===== src/rtl/riscv_pkg.sv =====
// Shared RISC-V front-end definitions: widths, the canonical NOP and the fetch entry layout.
package riscv_pkg;

    localparam int unsigned XLEN = 32;
    localparam int unsigned ILEN = 32;

    // addi x0, x0, 0
    localparam logic [ILEN-1:0] NOP_INSTR = 32'h0000_0013;

    typedef struct packed {
        logic [XLEN-1:0] pc;
        logic [ILEN-1:0] instr;
    } fetch_entry_t;

endpackage


===== src/rtl/fetch_queue_if.sv =====
// Fetch-queue signal bundle: imem port, redirect port and decode handshake.
interface fetch_queue_if
    import riscv_pkg::*;
#(
    parameter int unsigned XLEN  = riscv_pkg::XLEN,
    parameter int unsigned DEPTH = 4
);
    localparam int unsigned CntW = $clog2(DEPTH + 1);

    logic                fetch_en;
    logic [XLEN-1:0]     imem_addr;
    logic [ILEN-1:0]     imem_instr;
    logic                redirect_valid;
    logic [XLEN-1:0]     redirect_pc;
    logic                out_valid;
    logic                out_ready;
    logic [XLEN-1:0]     out_pc;
    logic [XLEN-1:0]     out_pc4;
    logic [ILEN-1:0]     out_instr;
    logic [CntW-1:0]     count;
    logic                misaligned;

    // The fetch queue itself.
    modport slave (
        input  fetch_en, imem_instr, redirect_valid, redirect_pc, out_ready,
        output imem_addr, out_valid, out_pc, out_pc4, out_instr, count, misaligned
    );

    // The surrounding pipeline / memory.
    modport master (
        output fetch_en, imem_instr, redirect_valid, redirect_pc, out_ready,
        input  imem_addr, out_valid, out_pc, out_pc4, out_instr, count, misaligned
    );

endinterface


===== src/rtl/fetch_fifo.sv =====
// Power-of-two synchronous FIFO with explicit occupancy count, single-cycle clear
// and a combinational head.
module fetch_fifo #(
    parameter int unsigned WIDTH = 64,
    parameter int unsigned DEPTH = 4,
    localparam int unsigned PtrW = $clog2(DEPTH),
    localparam int unsigned CntW = $clog2(DEPTH + 1)
) (
    input  logic             clk,
    input  logic             rst,
    input  logic             push_i,
    input  logic             pop_i,
    input  logic             clear_i,
    input  logic [WIDTH-1:0] wdata_i,
    output logic [WIDTH-1:0] head_o,
    output logic [CntW-1:0]  count_o
);

    logic [WIDTH-1:0] mem_q [DEPTH];
    logic [PtrW-1:0]  head_q, head_d, tail_q, tail_d;
    logic [CntW-1:0]  count_q, count_d;

    always_comb begin
        head_d  = head_q;
        tail_d  = tail_q;
        count_d = count_q;
        if (clear_i) begin
            head_d  = '0;
            tail_d  = '0;
            count_d = '0;
        end else begin
            if (push_i) tail_d = tail_q + PtrW'(1);
            if (pop_i)  head_d = head_q + PtrW'(1);
            if (push_i && !pop_i)      count_d = count_q + CntW'(1);
            else if (pop_i && !push_i) count_d = count_q - CntW'(1);
        end
    end

    always_ff @(posedge clk or posedge rst) begin
        if (rst) begin
            head_q  <= '0;
            tail_q  <= '0;
            count_q <= '0;
        end else begin
            head_q  <= head_d;
            tail_q  <= tail_d;
            count_q <= count_d;
        end
    end

    // Storage needs no reset: count gates every read of it.
    always_ff @(posedge clk) begin
        if (push_i && !clear_i) mem_q[tail_q] <= wdata_i;
    end

    assign head_o  = mem_q[head_q];
    assign count_o = count_q;

endmodule


===== src/rtl/fetch_queue.sv =====
// Instruction-fetch front end: PC register, imem addressing, redirect flush and a
// decoupling queue of {pc, instr} pairs feeding decode.
module fetch_queue
    import riscv_pkg::*;
#(
    parameter int unsigned     XLEN      = riscv_pkg::XLEN,
    parameter int unsigned     DEPTH     = 4,
    parameter logic [XLEN-1:0] RESET_PC  = '0,
    parameter logic [31:0]     NOP_INSTR = riscv_pkg::NOP_INSTR
) (
    input  logic          clk,
    input  logic          rst,
    fetch_queue_if.slave  bus
);

    localparam int unsigned CntW = $clog2(DEPTH + 1);
    localparam int unsigned EntW = XLEN + ILEN;

    logic [XLEN-1:0] pc_q, pc_d;
    logic            mis_q, mis_d;
    logic            push, pop, out_valid;
    logic [EntW-1:0] head;
    logic [CntW-1:0] count;

    assign out_valid = (count != '0);
    // Redirect masks both strobes so a wrong-path head is never consumed.
    assign pop  = out_valid & bus.out_ready & ~bus.redirect_valid;
    assign push = bus.fetch_en & ((count < CntW'(DEPTH)) | pop) & ~bus.redirect_valid;

    always_comb begin
        pc_d  = pc_q;
        mis_d = bus.redirect_valid & (bus.redirect_pc[1:0] != 2'b00);
        if (bus.redirect_valid) pc_d = {bus.redirect_pc[XLEN-1:2], 2'b00};
        else if (push)          pc_d = pc_q + XLEN'(4);
    end

    always_ff @(posedge clk or posedge rst) begin
        if (rst) begin
            pc_q  <= RESET_PC;
            mis_q <= 1'b0;
        end else begin
            pc_q  <= pc_d;
            mis_q <= mis_d;
        end
    end

    fetch_fifo #(
        .WIDTH (EntW),
        .DEPTH (DEPTH)
    ) u_fifo (
        .clk     (clk),
        .rst     (rst),
        .push_i  (push),
        .pop_i   (pop),
        .clear_i (bus.redirect_valid),
        .wdata_i ({pc_q, bus.imem_instr}),
        .head_o  (head),
        .count_o (count)
    );

    assign bus.imem_addr  = pc_q;
    assign bus.out_valid  = out_valid;
    assign bus.out_pc     = out_valid ? head[EntW-1:ILEN] : '0;
    assign bus.out_instr  = out_valid ? head[ILEN-1:0] : NOP_INSTR;
    assign bus.out_pc4    = bus.out_pc + XLEN'(4);
    assign bus.count      = count;
    assign bus.misaligned = mis_q;

endmodule


===== src/flat_wrapper.sv =====
// flat-port wrapper written by rule: the top's interface ports become plain ports
module fetch_queue_flat import riscv_pkg::*;
#(
    parameter int unsigned     XLEN      = riscv_pkg::XLEN,
    parameter int unsigned     DEPTH     = 4,
    parameter logic [XLEN-1:0] RESET_PC  = '0,
    parameter logic [31:0]     NOP_INSTR = riscv_pkg::NOP_INSTR
)
  (clk, rst, bus_fetch_en, bus_imem_instr, bus_redirect_valid, bus_redirect_pc, bus_out_ready, bus_imem_addr, bus_out_valid, bus_out_pc, bus_out_pc4, bus_out_instr, bus_count, bus_misaligned);
  fetch_queue_if #(.XLEN(XLEN), .DEPTH(DEPTH)) bus_i ();
  input  logic clk;
  input  logic rst;
  input wire logic [$bits(bus_i.fetch_en)-1:0] bus_fetch_en;
  input wire logic [$bits(bus_i.imem_instr)-1:0] bus_imem_instr;
  input wire logic [$bits(bus_i.redirect_valid)-1:0] bus_redirect_valid;
  input wire logic [$bits(bus_i.redirect_pc)-1:0] bus_redirect_pc;
  input wire logic [$bits(bus_i.out_ready)-1:0] bus_out_ready;
  output wire logic [$bits(bus_i.imem_addr)-1:0] bus_imem_addr;
  output wire logic [$bits(bus_i.out_valid)-1:0] bus_out_valid;
  output wire logic [$bits(bus_i.out_pc)-1:0] bus_out_pc;
  output wire logic [$bits(bus_i.out_pc4)-1:0] bus_out_pc4;
  output wire logic [$bits(bus_i.out_instr)-1:0] bus_out_instr;
  output wire logic [$bits(bus_i.count)-1:0] bus_count;
  output wire logic [$bits(bus_i.misaligned)-1:0] bus_misaligned;
  assign bus_i.fetch_en = bus_fetch_en;
  assign bus_i.imem_instr = bus_imem_instr;
  assign bus_i.redirect_valid = bus_redirect_valid;
  assign bus_i.redirect_pc = bus_redirect_pc;
  assign bus_i.out_ready = bus_out_ready;
  assign bus_imem_addr = bus_i.imem_addr;
  assign bus_out_valid = bus_i.out_valid;
  assign bus_out_pc = bus_i.out_pc;
  assign bus_out_pc4 = bus_i.out_pc4;
  assign bus_out_instr = bus_i.out_instr;
  assign bus_count = bus_i.count;
  assign bus_misaligned = bus_i.misaligned;
  fetch_queue #(.XLEN(XLEN), .DEPTH(DEPTH), .RESET_PC(RESET_PC), .NOP_INSTR(NOP_INSTR)) u_core (.clk(clk), .rst(rst), .bus(bus_i));
endmodule

===== config.mk =====
export PLATFORM = sky130hd
export DESIGN_NAME = fetch_queue_flat
export DESIGN_NICKNAME = d
export VERILOG_FILES = /design/src/rtl/riscv_pkg.sv /design/src/rtl/fetch_queue_if.sv /design/src/rtl/fetch_fifo.sv /design/src/rtl/fetch_queue.sv /design/src/flat_wrapper.sv
export SDC_FILE = /design/constraint.sdc
export NUM_CORES = 1
export LEC_CHECK = 0
export BUFFER_PORTS_ARGS = -buffer_cell sky130_fd_sc_hd__buf_4
export CELL_PAD_IN_SITES_DETAIL_PLACEMENT = 1
export CELL_PAD_IN_SITES_GLOBAL_PLACEMENT = 2
export CORE_UTILIZATION = 30
export CTS_CLUSTER_DIAMETER = 30
export DETAILED_ROUTE_END_ITERATION = 16
export PLACE_DENSITY_LB_ADDON = 0.1
export SETUP_SLACK_MARGIN = 0.15
export SKIP_CTS_REPAIR_TIMING = 1
export SLEW_MARGIN = 20
export SYNTH_ARGS = -nofsm -noshare
export SYNTH_HDL_FRONTEND = slang
export SYNTH_SLANG_ARGS = --single-unit

===== constraint.sdc =====
create_clock -name clk -period 4.4 [get_ports clk]
set_clock_uncertainty 0.15 [all_clocks]
set_input_delay 0 -clock clk [delete_from_list [all_inputs] [get_ports clk]]
set_output_delay 0 -clock clk [all_outputs]
set_load 0.05 [all_outputs]

# After elaboration in Yosys (flattened, before gate mapping)
# Memory sizes are Yosys's and may differ from the RTL's.
# Cells that the tools add are included.
# Widths: inputs -> output; s select.
[totals]
reg_bits = 40
memories = 1
ramBits = 256
inputBits = 69
word_cells = 44
output_inout_bits = 133
[mem_list]
columns = ["name", "words", "word_bits", "read_ports", "rd_clocked_by_memory_dff", "write_ports", "line_no", "source"]
rows = [
  ["u_core.u_fifo.mem_q", 4, 64, 1, 0, 1, "fetch_fifo.sv:19", "logic [WIDTH-1:0] mem_q [DEPTH];"],
]
[op_classes]
n_bitwise = 7
n_mux = 13
n_addsub = 6
n_reduce_logical = 11
order_cmp = 1
[op_table]
columns = ["op", "n"]
rows = [
  ["$mux 32", 4],
  ["$add 32x3->32 const B", 2],
  ["$mux 3", 3],
  ["$mux 2", 4],
  ["$reduce_bool 2->1", 3],
  ["$reduce_bool 3->1", 2],
  ["$and 1x1->1", 5],
  ["$add 2x1->2 const B", 2],
  ["$add 3x1->3 const B", 1],
  ["$logic_and 1x1->1", 3],
  ["$logic_not 1->1", 3],
  ["$lt 3x3->1 const B", 1],
  ["$sub 3x1->3 const B", 1],
  ["$mux 1", 2],
  ["$not 1->1", 1],
  ["$or 1x1->1", 1],
]

# Depth between registers and ports, before layout
# Gate-level depths: netlist (run 1).
[logic_depth]
ltp_word = 11
mapped_depth = 14

# Hierarchy
# Synthesis (run 1) repeated with hierarchy kept, for this count alone.
[hier_totals]
cells_unflattened = 782
area_unflattened_um2 = 12718.4
[modules_own_cells]
columns = ["mod", "n_inst", "area_each_um2", "cells_per_inst"]
rows = [
  ["fetch_fifo", 1, 9668.0, 379],
  ["fetch_queue", 1, 3050.4, 403],
]

# Worst setup path after synthesis (run 1)
# OpenSTA, ideal clock, no wires.
[synth_timing]
path_type = "register -> output"
from = "register u_core.u_fifo.count_q[2] (netlist: u_core.u_fifo.count_o[2])"
to = "output port bus_out_pc4[18]"
arrival_time_ns = 5.171
path_buffers = 3
stages_incl_launch_ff = 15
slack_ns = -0.921
path_cell_list = "dfrtp_1 > buf_2 > nor3_2 > inv_2 > clkbuf_1 > clkbuf_1 > nand2_1 > inv_1 > ha_1 > nand2b_1 > o22ai_1 > nand4b_1 > nor4_1 > nor2_1 > nor3_1"
[synth_via]
elab_chain_cells = 3
[synth_lines]
columns = ["item", "line_no", "source"]
rows = [
  ["start: declaration", "fetch_fifo.sv:21", "logic [CntW-1:0] count_q, count_d;"],
  ["start signal: assignment", "fetch_fifo.sv:47", "count_q <= count_d;"],
  ["$reduce_bool 3->1", "fetch_queue.sv:25", "assign out_valid = (count != '0);"],
  ["named net bus_out_valid", "flat_wrapper.sv:19", "output wire logic [$bits(bus_i.out_valid)-1:0] bus_out_valid;"],
  ["$mux 32", "fetch_queue.sv:63", "assign bus.out_pc = out_valid ? head[EntW-1:ILEN] : '0;"],
  ["named net bus_out_pc[2]", "flat_wrapper.sv:20", "output wire logic [$bits(bus_i.out_pc)-1:0] bus_out_pc;"],
  ["$add 32x3->32", "fetch_queue.sv:65", "assign bus.out_pc4 = bus.out_pc + XLEN'(4);"],
  ["end: declaration", "flat_wrapper.sv:21", "output wire logic [$bits(bus_i.out_pc4)-1:0] bus_out_pc4;"],
]
# The timed path passes the listed nets, and every way through them passes these cells.

# Final worst setup path (run 1)
[layout_timing]
from = "register u_core.u_fifo.head_q[0]"
to = "output port bus_out_pc4[20]"
[layout_via]
elab_chain_cells = 3
[layout_lines]
columns = ["item", "line_no", "source"]
rows = [
  ["start: declaration", "fetch_fifo.sv:20", "logic [PtrW-1:0] head_q, head_d, tail_q, tail_d;"],
  ["start signal: assignment", "fetch_fifo.sv:41", "head_q <= '0;"],
  ["start signal: assignment", "fetch_fifo.sv:45", "head_q <= head_d;"],
  ["$mem_v2 4x64", "--", ""],
  ["$mux 32", "fetch_queue.sv:63", ""],
  ["$add 32x3->32", "fetch_queue.sv:65", ""],
]
# Every way passes these cells.

==> results by group, run 1 <==
Yosys
  – Post-Syn Area per Cell: 15.6 um^2
  – Synth Area in Compound Gates: 2.87%
  – XOR/XNOR Fraction of Synth Area: 3.90%
  – Synth area leader: edfxtp_1
  – Synthesized flop and latch total: 286
  – Synth Warn #: 0
  – Largest family of logic cells by synthesized area: multiplexers
  – Simple-Gate Fraction of Synth Area: 10.6%
  – Post-synthesis instance total: 805
  – Post-synthesis cell type count: 54
  – EDFF count, synth: 248
  – Synth Area in Adders: 0.756%
  – Multiplexer share of the synthesized area: 12.4%
  – Top FF cell, synth: edfxtp_1
  – Synth Cell Area: 12600 um^2
  – Register area share after synthesis: 66.7%
  – Ranking of synthesized cells by area: edfxtp_1 59%, mux4_2 11%, dfrtp_1 7.6%, and2_1 2.8%, nand2_1 2.5%
  – Async set-reset flop share out of synthesis: 13.3%
  – Top cell type's share of synthesized area: 59.2%

Timing
  – Final hold violation count: 7
  – Period minus WS final: 3.89 ns
  – Hold WS: -0.0155 ns
  – RSZ-0062 raised after global routing: false
  – Fmax achieved: 257 MHz
  – Period utilization: 88.4%
  – Setup_tns: 0 ns
  – Slew @ Worst Pin: 1.01 ns
  – Max-slew violations: 0
  – Headroom to the max-slew limit: 32.8%
  – Final setup viols: 0

Route
  – Antenna viol nets, final: 0
  – WL final: 36500 um
  – Vias per cell: 4.65
  – Residual DRC: 1
  – Vias: 8286
  – Wirelength per Cell: 20.5 um
  – TritonRoute pass-1 iters: 12
  – Iteration-0 DRC count of the detailed router: 281

Critical path
  – R2R cell count: 13
  – Worst path cell trace: buf_4, mux4_2, nand4b_1, nor3_1, nand2_1, xnor2_2, buf_4
  – Critical Path RT: 4.25 ns
  – Worst path top cell family by delay: simple AND/OR/NAND/NOR gates
  – Startpoint Class: register
  – Most frequent CP cell: buf_4
  – R2r setup slk: 1.18 ns
  – Critical path class: register to primary output
  – RR Endpoint: u_core.u_fifo.count_o[2]$_DFFE_PP0P_
  – Reg2reg start: u_core.u_fifo.count_o[2]$_DFFE_PP0P_
  – Buf/Inv on CP: 2
  – WP data arrival: 3.74 ns
  – Peak fanout along the critical path: 19
  – Crit. End Element: primary output
  – Crit-path max cell delay: 0.60 ns
  – Slowest-stage cell, CP: dfrtp_4

Finish
  – Most common cell after layout, fill and taps aside: edfxtp_1
  – Fin cells: 1782
  – Final Core Density: 45.7%
  – Nets@finish: 1262
  – Area Overhead vs Synth: 49.3%
  – Fraction of layout cells with a size suffix above 1: 34.5%
  – # diodes: 0
  – Fin area: 18800 um^2
  – Most frequent cells in the layout: 248 x edfxtp_1, 209 x buf_4, 130 x dlygate4sd3_1

Pwr
  – Pwr dens: 725 nW/um^2
  – LEAKAGE: 0.00700 uW
  – Worst vdd ir: 0.326 mV

Global routing
  – Largest net degree at the start of global routing: 71
  – Initial antenna violation count: 0
  – First-pass GRT wire length: 52700 um
  – Total track usage: 16.8%
  – Number of global-route vias before repair: 8620
  – GR Overflow Total: 0

Floorplan
  – Die area: 42800 um^2
  – I/O pin total: 202
  – Starting density of the core: 30.6%
  – Die Wd: 207 um
  – Die height: 207 um
  – Core Area: 41100 um^2
  – Row cnt: 74

Placement
  – DP Wirelength: 23100 um
  – DP Area: 14700 um^2
  – PortBufs: 195
  – Final RePlAce weighted congestion: 0.751
  – Placed insts: 1506

Clocking
  – Inserted Clock Buffers: 78
  – CTS sink cnt: 286
  – Worst-Skew Late Latency: 0.57 ns
  – Clk slew on worst S/H paths: 0.04 ns
  – H-tree levels: 3
  – CTS tree: done
  – Clock tree root buffer cell: clkbuf_16
  – Clock Path Buffers: 3

Run
  – Maxcap violations: 0

Outcome
  – Status: finished with violations
  – Failing checks: design-rule violations, negative hold slack

Worst hold path
  – Hold WC Path Type: input port to asynchronous set/reset pin
-- per-layer routing --
metal / track usage, % / routed length, um
met4: 6.57 / 844
met2: 27.6 / 18500
met3: 4.27 / 1770
met5: 0 / 0
met1: 21.1 / 15400
-- per-stage QoR --
stage / power [uW] / setup WS [ns]
after floorplan: 6400 / 0.157
after global placement: 7740 / 0.915
after detailed placement: 7760 / 0.856
after CTS: 13700 / 0.234
after global routing: 14200 / 0.262
final: 13600 / 0.511
-- how the worst max path moves through the flow --
stage / startpoint / endpoint / slack (ns) / depth (start not counted)
after floorplan: u_core.u_fifo.count_o[2]$_DFFE_PP0P_ / bus_out_pc4[20] / 0.16 / 14
after global placement: u_core.u_fifo.head_q[0]$_DFFE_PP0P_ / bus_out_pc4[20] / 0.92 / 7
after detailed placement: u_core.u_fifo.head_q[0]$_DFFE_PP0P_ / bus_out_pc4[20] / 0.86 / 7
after CTS: u_core.u_fifo.head_q[0]$_DFFE_PP0P_ / bus_out_pc4[20] / 0.23 / 7
after global routing: u_core.u_fifo.head_q[0]$_DFFE_PP0P_ / bus_out_pc4[26] / 0.26 / 10
final: u_core.u_fifo.head_q[0]$_DFFE_PP0P_ / bus_out_pc4[20] / 0.51 / 7
-- worst reg2reg max path, delay by kind of cell (launching register included) --
kind | cells | cell delay (ns)
simple gates | 3 | 0.38
flops | 1 | 0.52
fa+ha+maj | 1 | 0.41
buf+inv | 5 | 1.28
compound gates | 4 | 0.42
-- final cells by class --
cell class                      count  area (um^2)
Fill cell                        4128        22300
Sequential cell                   286         8410
Multi-Input combinational cell    460         3960
Timing Repair Buffer              342         2940
Clock buffer                       96         2100
Tap cell                          532          666
Clock inverter                     48          647
Inverter                           18         71.3
-- cell usage after synthesis, types with 12 or more instances --
library cell / count
nand2_1: 85
buf_4: 12
dfrtp_1: 38
and2_1: 56
nor2_1: 28
edfxtp_1: 248
nand4_1: 14
xor2_1: 31
o21ai_0: 32
xnor2_1: 25
clkbuf_1: 19
nand3_1: 20
inv_1: 17
mux4_2: 63
-- cells by family after synthesis --
| group | Yosys count |
|---|---|
| compound gates | 63 |
| xor+xnor | 56 |
| fa+ha+maj | 7 |
| buf+inv | 64 |
| flops | 286 |
| mux | 77 |
| other cells | 1 |
| simple gates | 251 |
-- sequential cells by signal, indices dropped and copies added (netlist names) --
signal	count
u_core.bus.misaligned	1
u_core.u_fifo.tail_q	2
u_core.u_fifo.mem_q	248
u_core.u_fifo.head_q	2
u_core.u_fifo.count_o	3
u_core.bus.imem_addr	30
-- power by group --
part / internal, uW / switching, uW
registers: 3160 / 183
logic: 1480 / 2950
clock network: 4200 / 1660
Power figures use the tool's default switching activity.
==> inputs of run 2 (changes only) <==
Settings changed: RECOVER_POWER set to 25.
==> results by group, run 2 (same netlist as run 1, synthesis figures left out) <==
Finish
  – Largest Register: u_core.u_fifo.mem_q
  – Most frequent cells in the layout: 248 x edfxtp_1, 175 x buf_4, 130 x dlygate4sd3_1
  – Fraction of layout cells with a size suffix above 1: 31.8%
  – Nets@finish: 1262
  – Most common cell after layout, fill and taps aside: edfxtp_1
  – Fin area: 18700 um^2
  – Area Overhead vs Synth: 48.3%
  – Final Core Density: 45.4%
  – # diodes: 0
  – Max reg flops: 248

Floorplan
  – Die area: 42800 um^2
  – Core Area: 41100 um^2
  – Die Wd: 207 um
  – I/O pin total: 202
  – Starting density of the core: 30.6%
  – Die height: 207 um
  – Row cnt: 74

Clocking
  – CTS sink cnt: 286
  – Inserted Clock Buffers: 78
  – Clock Path Buffers: 3
  – Clk slew on worst S/H paths: 0.04 ns
  – CTS tree: done
  – H-tree levels: 3
  – Clock tree root buffer cell: clkbuf_16
  – Worst-Skew Late Latency: 0.57 ns

Critical path
  – Crit. End Element: primary output
  – R2r setup slk: 1.19 ns
  – Worst Setup SP: u_core.u_fifo.head_q[0]$_DFFE_PP0P_
  – Startpoint Class: register
  – Critical path class: register to primary output
  – R2R cell count: 13
  – Peak fanout along the critical path: 19
  – RR Endpoint: u_core.u_fifo.count_o[2]$_DFFE_PP0P_
  – WP data arrival: 3.74 ns
  – Critical Path RT: 4.25 ns
  – Reg2reg start: u_core.u_fifo.count_o[2]$_DFFE_PP0P_
  – CP endpoint: bus_out_pc4[20]

Placement
  – Pre-CTS setup slack: 0.856 ns
  – DP Wirelength: 23100 um
  – Final RePlAce weighted congestion: 0.751
  – DP Area: 14700 um^2
  – PortBufs: 195

Route
  – Iteration-0 DRC count of the detailed router: 272
  – Residual DRC: 1
  – Vias: 8313
  – Wirelength per Cell: 20.4 um
  – TritonRoute pass-1 iters: 12
  – WL final: 36400 um
  – Antenna viol nets, final: 0
  – Vias per cell: 4.66

Timing
  – Setup ws final: 0.508 ns
  – Final hold violation count: 0
  – Fmax achieved: 257 MHz
  – Max-slew violations: 39
  – Setup_tns: 0 ns
  – Headroom to the max-slew limit: -62.3%
  – Slew @ Worst Pin: 2.43 ns
  – RSZ-0062 raised after global routing: false
  – Period utilization: 88.4%
  – Final setup viols: 0
  – Period minus WS final: 3.89 ns

Pwr
  – Gate power share: 32.4%
  – Clk pwr share: 43.0%
  – LEAKAGE: 0.00688 uW
  – Psw: 4800 uW
  – Register share of total power: 24.5%
  – Pint: 8820 uW
  – Worst vdd ir: 0.326 mV
  – Pwr dens: 730 nW/um^2
  – Total power: 13600 uW
  – Sw frac: 35.3%

Outcome
  – Status: finished with violations
  – Failing checks: design-rule violations, max-capacitance violations, max-slew violations

Global routing
  – GR Layer Usage met3: 4.27%
  – Met2 GRT Util: 27.6%
  – Number of global-route vias before repair: 8620
  – Largest net degree at the start of global routing: 71
  – Busiest grt layer: met2
  – Total track usage: 16.8%
  – First-pass GRT wire length: 52700 um
  – Grt met1 use: 21.1%
  – GR Overflow Total: 0
  – Initial antenna violation count: 0

Worst hold path
  – Hold WC Path Type: input port to register

Run
  – Maxcap violations: 1
==> run 2: changes by cell type in the layout (fill, tap and decap cells not counted) <==
cell      before  now
clkbuf_4       0    1
clkbuf_1      14   47
buf_4        209  175
==> run 2: how the worst min path moves through the flow <==
stage,start,endpoint,slack [ns],cells after the start
3_5_place_dp,rst,u_core.bus.imem_addr[23]$_DFFE_PP0N_,0.04,3
5_1_grt,bus_redirect_pc[1],u_core.bus.misaligned$_DFF_PP0_,0.04,3
6_report,bus_redirect_pc[1],u_core.bus.misaligned$_DFF_PP0_,0.03,3
2_1_floorplan,bus_imem_instr[0],u_core.u_fifo.mem_q[0][0]$_DFFE_PP_,-0.05,0
3_3_place_gp,rst,u_core.bus.imem_addr[23]$_DFFE_PP0N_,0.04,3
4_1_cts,rst,u_core.bus.imem_addr[26]$_DFFE_PP0N_,-0.57,3
==> run 2: per-stage QoR <==
step           hold WS, ns  std cells
2_1_floorplan      -0.0511        810
3_3_place_gp        0.0383       1506
3_5_place_dp        0.0415       1506
4_1_cts             -0.567       1650
5_1_grt             0.0361       1782
6_report            0.0348       1782
==> run 2: cell type report <==
type | instances | area, um^2
Clock buffer | 96 | 2100
Tap cell | 532 | 666
Clock inverter | 48 | 647
Inverter | 18 | 71.3
Timing Repair Buffer | 342 | 2810
Fill cell | 4141 | 22400
Sequential cell | 286 | 8410
Multi-Input combinational cell | 460 | 3960
==> run 2: worst max-delay path: stages, from the launching register on <==
cell      delay (ns)
dfrtp_4         0.60
buf_4           0.40
mux4_2          0.60
nand4b_1        0.52
nor3_1          0.51
nand2_1         0.17
xnor2_2         0.15
buf_4           0.21
==> run 2: power groups by stage <==
stage / clock (uW) / combinational (uW) / sequential [uW]
final: 5860 / 4420 / 3340
after global routing: 6120 / 4660 / 3370
after CTS: 5970 / 4340 / 3380
after detailed placement: 0 / 4340 / 3420
after global placement: 0 / 4330 / 3410
after floorplan: 0 / 2990 / 3410
==> run 2: metal layers <==
metal | wire (um) | up-vias | part of all wire [%]
met5 | 0 | - | 0
met4 | 832 | 0 | 2.3
met3 | 1820 | 56 | 5.0
met2 | 18500 | 203 | 51
met1 | 15300 | 4231 | 42
li1 | - | 3823 | -
